## config.mk

```make
export PLATFORM = sky130hd
export DESIGN_NAME = note_player
export DESIGN_NICKNAME = d
export VERILOG_FILES = /design/src/rtl/note_pkg.sv /design/src/rtl/tone_gen.sv /design/src/rtl/note_player.sv
export SDC_FILE = /design/constraint.sdc
export NUM_CORES = 1
export LEC_CHECK = 0
export CELL_PAD_IN_SITES_DETAIL_PLACEMENT = 1
export CELL_PAD_IN_SITES_GLOBAL_PLACEMENT = 2
export CORE_MARGIN = 4
export CORE_UTILIZATION = 34
export CTS_BUF_LIST = sky130_fd_sc_hd__clkbuf_8
export CTS_CLUSTER_DIAMETER = 80
export DETAILED_ROUTE_END_ITERATION = 16
export PLACE_DENSITY_LB_ADDON = 0.1
export SYNTH_ARGS = -nofsm -noshare
export SYNTH_HDL_FRONTEND = slang
export SYNTH_SLANG_ARGS = --single-unit
```

## constraint.sdc

```tcl
create_clock -name clk -period 4.3 [get_ports clk]
set_input_delay 0.645 -clock clk [delete_from_list [all_inputs] [get_ports clk]]
set_output_delay 0.645 -clock clk [all_outputs]
set_load 0.02 [all_outputs]
```

## src/rtl/note_pkg.sv

```systemverilog
// Shared types and constants for the note playback reader and its tone generator.
package note_pkg;

  typedef enum logic [2:0] {IDLE, FETCH, WAIT, PLAY, GAP} state_e;

  localparam int NOTE_W    = 4;
  localparam int OCT_W     = 2;
  localparam int MEM_DEPTH = 16;
  localparam logic [NOTE_W-1:0] REST_NOTE = 4'd0;

endpackage

```

## src/rtl/tone_gen.sv

```systemverilog
// Square-wave generator: toggles audio every half_period_i enabled cycles.
module tone_gen (
  input  logic        clk,
  input  logic        reset,
  input  logic        en_i,
  input  logic [31:0] half_period_i,
  output logic        audio_out_o
);

  logic [31:0] cnt_q, cnt_d;
  logic        audio_q, audio_d;

  // Disabled or a zero half period is a rest: output and counter stay cleared.
  always_comb begin
    cnt_d   = '0;
    audio_d = 1'b0;
    if (en_i && (half_period_i != 32'd0)) begin
      if (cnt_q == half_period_i - 32'd1) begin
        cnt_d   = '0;
        audio_d = ~audio_q;
      end else begin
        cnt_d   = cnt_q + 32'd1;
        audio_d = audio_q;
      end
    end
  end

  always_ff @(posedge clk) begin
    if (reset) begin
      cnt_q   <= '0;
      audio_q <= 1'b0;
    end else begin
      cnt_q   <= cnt_d;
      audio_q <= audio_d;
    end
  end

  assign audio_out_o = audio_q;

endmodule

```

## src/rtl/note_player.sv

```systemverilog
// Playback reader: steps the note memory, holds each note then a silent gap,
// and drives the audio pin through tone_gen.
module note_player
  import note_pkg::*;
#(
  parameter int ADDR_W      = $clog2(MEM_DEPTH),
  parameter int NOTE_CYCLES = 12500000,
  parameter int GAP_CYCLES  = 500000
) (
  input  logic                    clk,
  input  logic                    reset,
  input  logic                    start_i,
  input  logic                    stop_i,
  input  logic                    loop_i,
  input  logic [ADDR_W-1:0]       last_addr_i,
  output logic [ADDR_W-1:0]       mem_addr_o,
  input  logic [OCT_W+NOTE_W-1:0] mem_q_i,
  output logic [NOTE_W-1:0]       note_o,
  output logic [OCT_W-1:0]        octave_o,
  input  logic [31:0]             half_period_i,
  output logic                    note_valid_o,
  output logic                    busy_o,
  output logic                    done_o,
  output logic                    audio_out_o
);

  localparam int DUR_MAX = (NOTE_CYCLES > GAP_CYCLES) ? NOTE_CYCLES : GAP_CYCLES;
  localparam int DUR_W   = (DUR_MAX > 1) ? $clog2(DUR_MAX) : 1;
  localparam logic [DUR_W-1:0] NOTE_LAST = DUR_W'(NOTE_CYCLES - 1);
  localparam logic [DUR_W-1:0] GAP_LAST  = DUR_W'(GAP_CYCLES - 1);

  state_e              state_q, state_d;
  logic [ADDR_W-1:0]   addr_q, addr_d;
  logic [NOTE_W-1:0]   note_q, note_d;
  logic [OCT_W-1:0]    octave_q, octave_d;
  logic [DUR_W-1:0]    dur_q, dur_d;
  logic                done_q, done_d;
  logic                advance;
  logic                tone_en;

  always_comb begin
    state_d  = state_q;
    addr_d   = addr_q;
    note_d   = note_q;
    octave_d = octave_q;
    dur_d    = dur_q;
    done_d   = 1'b0;
    advance  = 1'b0;

    case (state_q)
      IDLE: begin
        if (start_i) begin
          state_d = FETCH;
          addr_d  = '0;
        end
      end
      FETCH: state_d = WAIT;
      WAIT: begin
        {octave_d, note_d} = mem_q_i;
        dur_d   = '0;
        state_d = PLAY;
      end
      PLAY: begin
        if (dur_q == NOTE_LAST) begin
          dur_d = '0;
          if (GAP_CYCLES == 0) advance = 1'b1;
          else                 state_d = GAP;
        end else begin
          dur_d = dur_q + DUR_W'(1);
        end
      end
      GAP: begin
        if (dur_q == GAP_LAST) begin
          dur_d   = '0;
          advance = 1'b1;
        end else begin
          dur_d = dur_q + DUR_W'(1);
        end
      end
      default: state_d = IDLE;
    endcase

    // >= rather than == so a last_addr lowered mid-play can never be overrun.
    if (advance) begin
      if (addr_q < last_addr_i) begin
        addr_d  = addr_q + ADDR_W'(1);
        state_d = FETCH;
      end else if (loop_i) begin
        addr_d  = '0;
        state_d = FETCH;
      end else begin
        addr_d  = '0;
        state_d = IDLE;
        done_d  = 1'b1;
      end
    end

    if (stop_i) begin
      state_d = IDLE;
      addr_d  = '0;
      dur_d   = '0;
      done_d  = 1'b0;
    end
  end

  always_ff @(posedge clk) begin
    if (reset) begin
      state_q  <= IDLE;
      addr_q   <= '0;
      note_q   <= '0;
      octave_q <= '0;
      dur_q    <= '0;
      done_q   <= 1'b0;
    end else begin
      state_q  <= state_d;
      addr_q   <= addr_d;
      note_q   <= note_d;
      octave_q <= octave_d;
      dur_q    <= dur_d;
      done_q   <= done_d;
    end
  end

  // Gating on the next state as well clears audio on the very edge PLAY is left.
  assign tone_en = (state_q == PLAY) && (state_d == PLAY) && (note_q != REST_NOTE);

  tone_gen u_tone_gen (
    .clk           (clk),
    .reset         (reset),
    .en_i          (tone_en),
    .half_period_i (half_period_i),
    .audio_out_o   (audio_out_o)
  );

  assign mem_addr_o   = addr_q;
  assign note_o       = note_q;
  assign octave_o     = octave_q;
  assign note_valid_o = (state_q == PLAY);
  assign busy_o       = (state_q != IDLE);
  assign done_o       = done_q;

endmodule

```

; ---- After elaboration in Yosys (flattened, before gate mapping)
; Cells that the tools add are included.
[word_totals]
ff_bits = 71
inputBits = 47
out_inout_bits = 14
[op_classes]
n_addsub = 4
order_cmp = 1
n_eq_ne = 8
n_mux = 17
bitwise = 3
n_reduce_logical = 15
[op_table]
columns = op, count
row1 = case mux 24 bit (3 select lines), 1
row2 = two-way mux 24 bit, 2
row3 = "adder 32 x 1 -> 32 bit, second input constant", 1
row4 = == test 32 bit, 1
row5 = nonzero test 32 bit, 1
row6 = "subtractor 32 x 1 -> 32 bit, second input constant", 1
row7 = "adder 24 x 1 -> 24 bit, second input constant", 1
row8 = "== test 24 x 19 -> 1 bit, second input constant", 1
row9 = "== test 24 bit, second input constant", 1
row10 = two-way mux 4 bit, 4
row11 = case mux 3 bit (5 select lines), 1
row12 = two-way mux 3 bit, 4
row13 = "== test 3 x 2 -> 1 bit, second input constant", 3
row14 = nonzero test 3 bit, 2
row15 = two-way mux 1 bit, 5
row16 = "adder 4 x 1 -> 4 bit, second input constant", 1
row17 = less-than comparator 4 bit, 1
row18 = nonzero test 2 bit, 2
row19 = nonzero test 4 bit, 1
row20 = OR reduction 2 bit, 2
row21 = OR reduction 4 bit, 1
row22 = "== test 3 x 1 -> 1 bit, second input constant", 1
row23 = "== test 3 bit, second input constant", 1
row24 = logical AND 1 bit, 3
row25 = 4 further kinds, 6

; ---- Logic depth before layout (Yosys ltp)
; Gate-level depths: netlist of run 1.
[depth]
ltp_word = 11
ltp_mapped = 12
mapped_depth_nobuf = 10

; ---- Modules after synthesis
; From an unflattened synthesis of run 1, not the netlist that was laid out.
[unflattened]
cells_unflattened = 615
area_unflattened_um2 = 4924.7
[by_module_without_submodules]
columns = mod, n_inst, cells_each, area_per_inst_um2, seq_area_each_um2
row1 = tone_gen, 1, 334, 2661.3, 660.6
row2 = note_player, 1, 281, 2263.4, 760.7

; ---- Worst setup path before layout of run 1
; Ideal clock, no wire load.
[synth_path]
path_kind = input -> register
start = input half_period_i[3]
end = register u_tone_gen.audio_q, in the netlist u_tone_gen.audio_out_o
arrival_ns = 3.223
t_required_ns = 4.230
path_slack_ns = 1.007
cell_stages = 9
path_buffers = 1
path_cell_list = buf_6 nor4_4 and4_1 nand3_1 o41ai_1 nand4b_1 or4_1 or4_1 a21oi_1
[synth_between]
elab_chain_len = 4
elab_cells_between_ends = 6
classes_between = 1 x add/sub / 1 x eq/ne / 1 x bitwise / 3 x reduce/logical
[synth_lines]
columns = item, line_no
row1 = start: declaration, note_player.sv:20  ; input logic [31:0] half_period_i,
row2 = branches (longest 4 deep; another with subtractor 32 x 1 -> 32 bit), -
row3 = end signal: assignment, tone_gen.sv:34  ; audio_q <= audio_d;
row4 = end: declaration, tone_gen.sv:11  ; logic audio_q, audio_d;
; Several ways; the timed one is not identified.
; A chain may end at the register's enable or synchronous reset.

; ---- Worst setup path after layout of run 1
[layout_path]
start = input half_period_i[7]
end = register u_tone_gen.audio_q, in the netlist u_tone_gen.audio_out_o
; The elaborated chain is that of the path after synthesis.

==> flow_summary.json, run 1 <==
{
  "status": "finished clean",
  "grt_max_degree": 34,
  "dr.pass1.iters": 4,
  "num_io_pins": 61,
  "max_cap_violations": 0,
  "leakage_nw": 1.77,
  "fin_skew_ns": 0.0146,
  "syn_to_final_growth_pct": 21.6,
  "die_w_um": 123,
  "yosysSeqAreaShare_pct": 31.4,
  "worst_pin_slew_ns": 0.772,
  "drv_slew": 0,
  "cp_top_family": "simple AND/OR/NAND/NOR gates",
  "synth_compound_area_share_pct": 10.3,
  "ys_seq_elements": 71,
  "async_reset_ff_share_pct": 0,
  "final_nets": 677,
  "netlist_area_um2": 4520,
  "period_share_pct": 87.5,
  "vias": 4360,
  "period_needed_ns": 3.76,
  "port_buffers": 60,
  "crit_slowest_cell": "o41ai_1",
  "min_path_type": "register to register",
  "htreeDepth": 3,
  "syn_nets": 616,
  "met1_length_um": 6130,
  "routedWlPerCell_um": 16.6,
  "antenna_found_initial": 0,
  "rsz0062_at_grt": "no",
  "clkSinkCount": 71,
  "slew_headroom_pct": 48.3,
  "drt_iter0_drc": 171,
  "post-synth-top-count-cell": "dfxtp_1",
  "place_hpwl_um": 10300,
  "critPathMostFrequentCell": "or4_1",
  "synth_top_area_share_pct": 31.4,
  "critPathBufInv": 1,
  "path_max_fanout": 8,
  "drive_above_1_share_pct": 5.58,
  "die_h_um": 123,
  "path_class": "primary input to register",
  "diodes": 0,
  "start_util_pct": 35.2,
  "cts_tree": "built",
  "wl_met2_um": 6530,
  "clk_latency_ns": 0.37,
  "synth_edf_count": 0,
  "place_area_um2": 5330,
  "synthFlopType": "dfxtp_1",
  "synth_warnings": 0,
  "totalWireLength_um": 13300,
  "drcViolationCount": 0,
  "grt_overflow_total": 0,
  "synth.area.mux_share_pct": 2.21,
  "cp-end-kind": "register",
  "start_kind": "primary input",
  "rows": 41,
  "p_per_area_nw_per_um2": 236,
  "synth_top_family_by_area": "simple AND/OR/NAND/NOR gates",
  "path_cells": "clkdlybuf4s50_1 -> nor4_4 -> and4_1 -> nand3_1 -> o41ai_1 -> nand4b_1 -> or4_1 -> or4_1 -> a21oi_1",
  "gr-usage-all-layers_pct": 18.5,
  "fmax_ghz": 0.266,
  "ys_types": 56,
  "cts.path.max_buffers": 2,
  "cts_inserted_buffers": 9,
  "routed_via_density": 5.46,
  "critPathMaxStageDelay_ns": 0.58,
  "postLayoutCellArea_um2": 5500,
  "syn_area_per_cell_um2": 8.06,
  "yosys-top-cells-count": "dfxtp_1, nor2_1, nor3_1, xnor2_1, xor2_1",
  "grt_pass1_wl_um": 22100,
  "cts.repair.resized": 0,
  "synth_cells": 561,
  "synth_xor_area_share_pct": 15.7,
  "synth.largest_area_cell": "dfxtp_1",
  "tns_ns": 0,
  "synthSimpleGateAreaFrac_pct": 35.1,
  "finalSetupViolCount": 0,
  "required_ns": 4.59,
  "crit_arrival_ns": 4.06,
  "drt.antenna.violating_nets": 0,
  "top_layer_used": "met4",
  "die-area_um2": 15200,
  "hold_viol_final": 0,
  "ir_worst_vdd_mv": 0.124,
  "synth_area_leaders": "dfxtp_1, xnor2_1, xor2_1, nor3_1, nor2_1",
  "fp.coreArea_um2": 12800,
  "place.gp.congestion": 0.852,
  "synth_adder_area_share_pct": 2.21,
  "clk_root_buffer_cell": "clkbuf_8",
  "wl_met3_um": 365,
  "ctsHoldBuffers": 0,
  "cts_setup_buffers": 0,
  "clkTransAtPathRegs_ns": 0.08,
  "grt_pass1_vias": 4422
}
==> sequential cells by signal, indices dropped and copies added (netlist names) <==
signal	flops
done_o	1
u_tone_gen.audio_out_o	1
state_q	3
note_o	4
dur_q	24
u_tone_gen.cnt_q	32
octave_o	2
mem_addr_o	4
==> worst register-to-register path, cell delays in order (launching register included) <==
cell and delay, ns:
dfxtp_1 0.44, or4b_2 0.62, nor4_1 0.39, and4_1 0.33, nor2_1 0.08, nor2b_1 0.11, buf_4 0.21, a21o_1 0.49
nor2_1 0.12
==> area by class of cell <==
class	count	area [um^2]
Sequential cell	71	1420
Clock buffer	10	138
Fill cell	1601	7330
Multi-Input combinational cell	458	2970
Inverter	14	52.6
Tap cell	172	215
Timing Repair Buffer	68	673
Clock inverter	6	30.0
==> placed cells by master (no fill, tap or decap), types with 8 or more instances in the layout <==
master,n
ha_1,8
or3_1,12
nor2b_1,11
xor2_1,35
dfxtp_1,71
clkbuf_8,10
nand2_1,29
xnor2_1,46
nand3_1,30
inv_1,17
nand4_1,17
clkdlybuf4s50_1,60
nor2_1,68
a21oi_1,24
nor3_1,53
o21ai_0,12
or4_1,10
mux2i_1,10
nor4_1,8
and3_1,10
==> logic make-up (layout without fill, tap and decap cells) <==
group           count (synthesis)  in the layout
compound gates                 73             73
xor+xnor                       81             81
fa+ha+maj                       8              8
buf+inv                        32             98
flops                          71             71
mux                            10             10
simple gates                  286            286
==> path summary, 6_finish.rpt <==
kind | end | startpoint | slack [ns] | depth (start not counted)
max | u_tone_gen.audio_out_o$_SDFFE_PP0N_ | half_period_i[7] | 0.54 | 9
min | octave_o[0]$_SDFFE_PP0P_ | octave_o[0]$_SDFFE_PP0P_ | 0.50 | 2
min reg2reg | octave_o[0]$_SDFFE_PP0P_ | octave_o[0]$_SDFFE_PP0P_ | 0.50 | 2
max reg2reg | dur_q[4]$_SDFFE_PP0P_ | dur_q[18]$_SDFFE_PP0P_ | 1.39 | 8
==> report_power, final <==
group	switching [mW]	internal [mW]	total, mW
sequential	0.00158	0.658	0.660
clock	0.270	0.218	0.488
combinational	0.0768	0.0730	0.150
==> metrics by stage <==
stage                     std cells  worst slack, ns  utilization, %  hold WS (ns)  total power, mW
after floorplan                 561             1.01               -         0.462            0.743
after global placement          783            0.360            41.6         0.474            0.824
after detailed placement        783            0.235            41.6         0.484            0.826
after CTS                       799            0.603            42.9         0.502             1.32
after global routing            799            0.284            42.9         0.528             1.36
final                           799            0.536            42.9         0.502             1.30
==> layer usage <==
| layer | vias up | global-route usage (%) |
|---|---|---|
| li1 | 2151 | - |
| met1 | 2121 | 23.2 |
| met2 | 66 | 31.5 |
| met3 | 22 | 3.16 |
| met4 | 0 | 7.13 |
| met5 | - | 0 |
(Power assumes the default switching activity.)
==> run 2, diff against run 1 <==
HOLD_SLACK_MARGIN = 0.08   (was not set)
PLACE_DENSITY = 0.93   (was not set)
PLACE_DENSITY_LB_ADDON = not set   (was 0.1)
==> run 2 against run 1 <==
Worst hold slack improved by 0.017 ns. Fmax shrank 1.8%. Via count up 0.69%. Routed wire length grew 2.0%. Count of clock-buffer cells in the layout is 1 lower. Sequential power barely moved. Largest cell class unchanged. Die area unchanged. Critical path type unchanged. Core utilization increased by 0.36 points. Worst setup slack got worse by 0.069 ns.
==> flow_summary.json, run 2 (synthesized netlist as in run 1, its figures left out) <==
{
  "p_per_area_nw_per_um2": 256,
  "place_hpwl_um": 10500,
  "hold_viol_final": 0,
  "cts.path.max_buffers": 2,
  "fin_total_pwr_mw": 1.42,
  "finalSetupViolCount": 0,
  "grt_pass1_vias": 4620,
  "leakage_nw": 1.79,
  "n_fill_cell": 1572,
  "worst_pin_slew_ns": 0.716,
  "reg2reg_depth": 8,
  "period_needed_ns": 3.83,
  "tns_ns": 0,
  "path_cells": "clkdlybuf4s50_1 -> nor4_4 -> and4_1 -> nand3_1 -> o41ai_1 -> nand4b_1 -> or4_1 -> or4_1 -> a21oi_1",
  "clk_root_buffer_cell": "clkbuf_8",
  "die_h_um": 123,
  "grt_overflow_total": 0,
  "regMostFlops": "u_tone_gen.cnt_q",
  "crit_arrival_ns": 4.14,
  "routed_via_density": 5.49,
  "required_ns": 4.61,
  "cts_setup_buffers": 0,
  "final_common_cell": "dfxtp_1",
  "drv_slew": 0,
  "antenna_found_initial": 0,
  "critPathBufInv": 1,
  "largest_reg_flops": 32,
  "crit_slowest_cell": "clkdlybuf4s50_1",
  "r2r_start": "u_tone_gen.cnt_q[5]$_SDFF_PP0_",
  "drt.antenna.violating_nets": 0,
  "rrSetupSlack_ns": 1.30,
  "diodes": 0,
  "clk_latency_ns": 0.38,
  "die_w_um": 123,
  "critPathMostFrequentCell": "or4_1",
  "start_kind": "primary input",
  "multiInputGateArea_um2": 2970,
  "min_path_type": "register to register",
  "cts_inserted_buffers": 9,
  "path_max_fanout": 8,
  "gr-usage-all-layers_pct": 18.8,
  "grt_max_degree": 34,
  "num_io_pins": 61,
  "cts_tree": "built",
  "drcViolationCount": 0,
  "fin_skew_ns": 0.00987,
  "crit_path_end": "u_tone_gen.audio_out_o$_SDFFE_PP0N_",
  "critPathLaunch": "half_period_i[7]",
  "critPathMaxStageDelay_ns": 0.58,
  "reg.largest.list": "u_tone_gen.cnt_q (32), dur_q (24)",
  "max_cap_violations": 0,
  "mostFrequentLayoutCells": "dfxtp_1, nor2_1, clkdlybuf4s50_1, nor3_1, xnor2_1",
  "final_nets": 678,
  "drt_iter0_drc": 229,
  "slew_headroom_pct": 52.1,
  "drive_above_1_share_pct": 6.21,
  "rows": 41,
  "ctsHoldBuffers": 0,
  "cp_top_family": "simple AND/OR/NAND/NOR gates",
  "period_share_pct": 89.1,
  "dr.pass1.iters": 4,
  "port_buffers": 60,
  "ir_worst_vdd_mv": 0.186,
  "start_util_pct": 35.2,
  "totalWireLength_um": 13600,
  "syn_to_final_growth_pct": 22.7,
  "fmax_ghz": 0.261,
  "die-area_um2": 15200,
  "place.gp.congestion": 0.842,
  "rsz0062_at_grt": "no",
  "r2r_end": "u_tone_gen.audio_out_o$_SDFFE_PP0N_",
  "clkSinkCount": 71,
  "path_class": "primary input to register",
  "clkTransAtPathRegs_ns": 0.08,
  "fp.coreArea_um2": 12800,
  "status": "finished clean",
  "ff_latch_area_um2": 1420,
  "cp-end-kind": "register",
  "htreeDepth": 3,
  "vias": 4390,
  "routedWlPerCell_um": 17.0,
  "cts.repair.resized": 0,
  "grt_pass1_wl_um": 22800,
  "cp.depth": 9
}
==> run 2: cell types whose count changed in the layout (fill, tap and decap cells not counted), sizes merged <==
cell	before	now
bufinv	0	2
buf	8	9
clkbuf	10	9
clkinv	3	2
clkinvlp	0	1
inv	17	16
==> run 2: how the worst min path moves through the flow <==
stage | start | endpoint | slack, ns | cells past startpoint
2_1_floorplan | dur_q[13]$_SDFFE_PP0P_ | dur_q[13]$_SDFFE_PP0P_ | 0.46 | 2
3_3_place_gp | dur_q[13]$_SDFFE_PP0P_ | dur_q[13]$_SDFFE_PP0P_ | 0.48 | 2
3_5_place_dp | octave_o[0]$_SDFFE_PP0P_ | octave_o[0]$_SDFFE_PP0P_ | 0.50 | 2
4_1_cts | dur_q[21]$_SDFFE_PP0P_ | dur_q[21]$_SDFFE_PP0P_ | 0.51 | 1
5_1_grt | dur_q[21]$_SDFFE_PP0P_ | dur_q[21]$_SDFFE_PP0P_ | 0.54 | 1
6_report | octave_o[0]$_SDFFE_PP0P_ | octave_o[0]$_SDFFE_PP0P_ | 0.52 | 2
==> run 2: tightest hold or removal path, cell delays in order, from the launching register on <==
cell and delay, ns:
dfxtp_1 0.35, mux2i_1 0.07, nor2_1 0.07
==> run 2: power by group <==
group          internal (mW)  switching, mW  leakage, nW
registers              0.658        0.00169        0.572
clock network          0.328          0.280        0.110
logic                 0.0729         0.0794         1.10
==> run 2: layout make-up <==
class	instances	area share, %
multi-input cells	458	53.5
flip-flops and latches	71	25.6
repair buffers	69	12.0
well taps	172	3.88
clock buffers	9	2.23
clock inverters	7	1.71
inverters	14	0.948
==> run 2: stage by stage <==
step                instances  instance area, um^2  utilization (%)  hold WS, ns  setup slack, ns
global route              800                 5550             43.2        0.541            0.211
finish                    800                 5550             43.2        0.519            0.467
floorplan                 561                 4520                -        0.462             1.01
detailed placement        784                 5330             41.5        0.496            0.147
global placement          784                 5330             41.5        0.479            0.240
CTS                       800                 5550             43.2        0.512            0.520
==> run 2: metal layers <==
layer / global-route usage [%] / vias to the layer above / share of wire (%)
met1: 23.0 / 2128 / 44
li1: - / 2158 / -
met5: 0 / - / 0
met2: 32.3 / 81 / 50
met3: 4.62 / 23 / 3.6
met4: 6.51 / 0 / 2.3
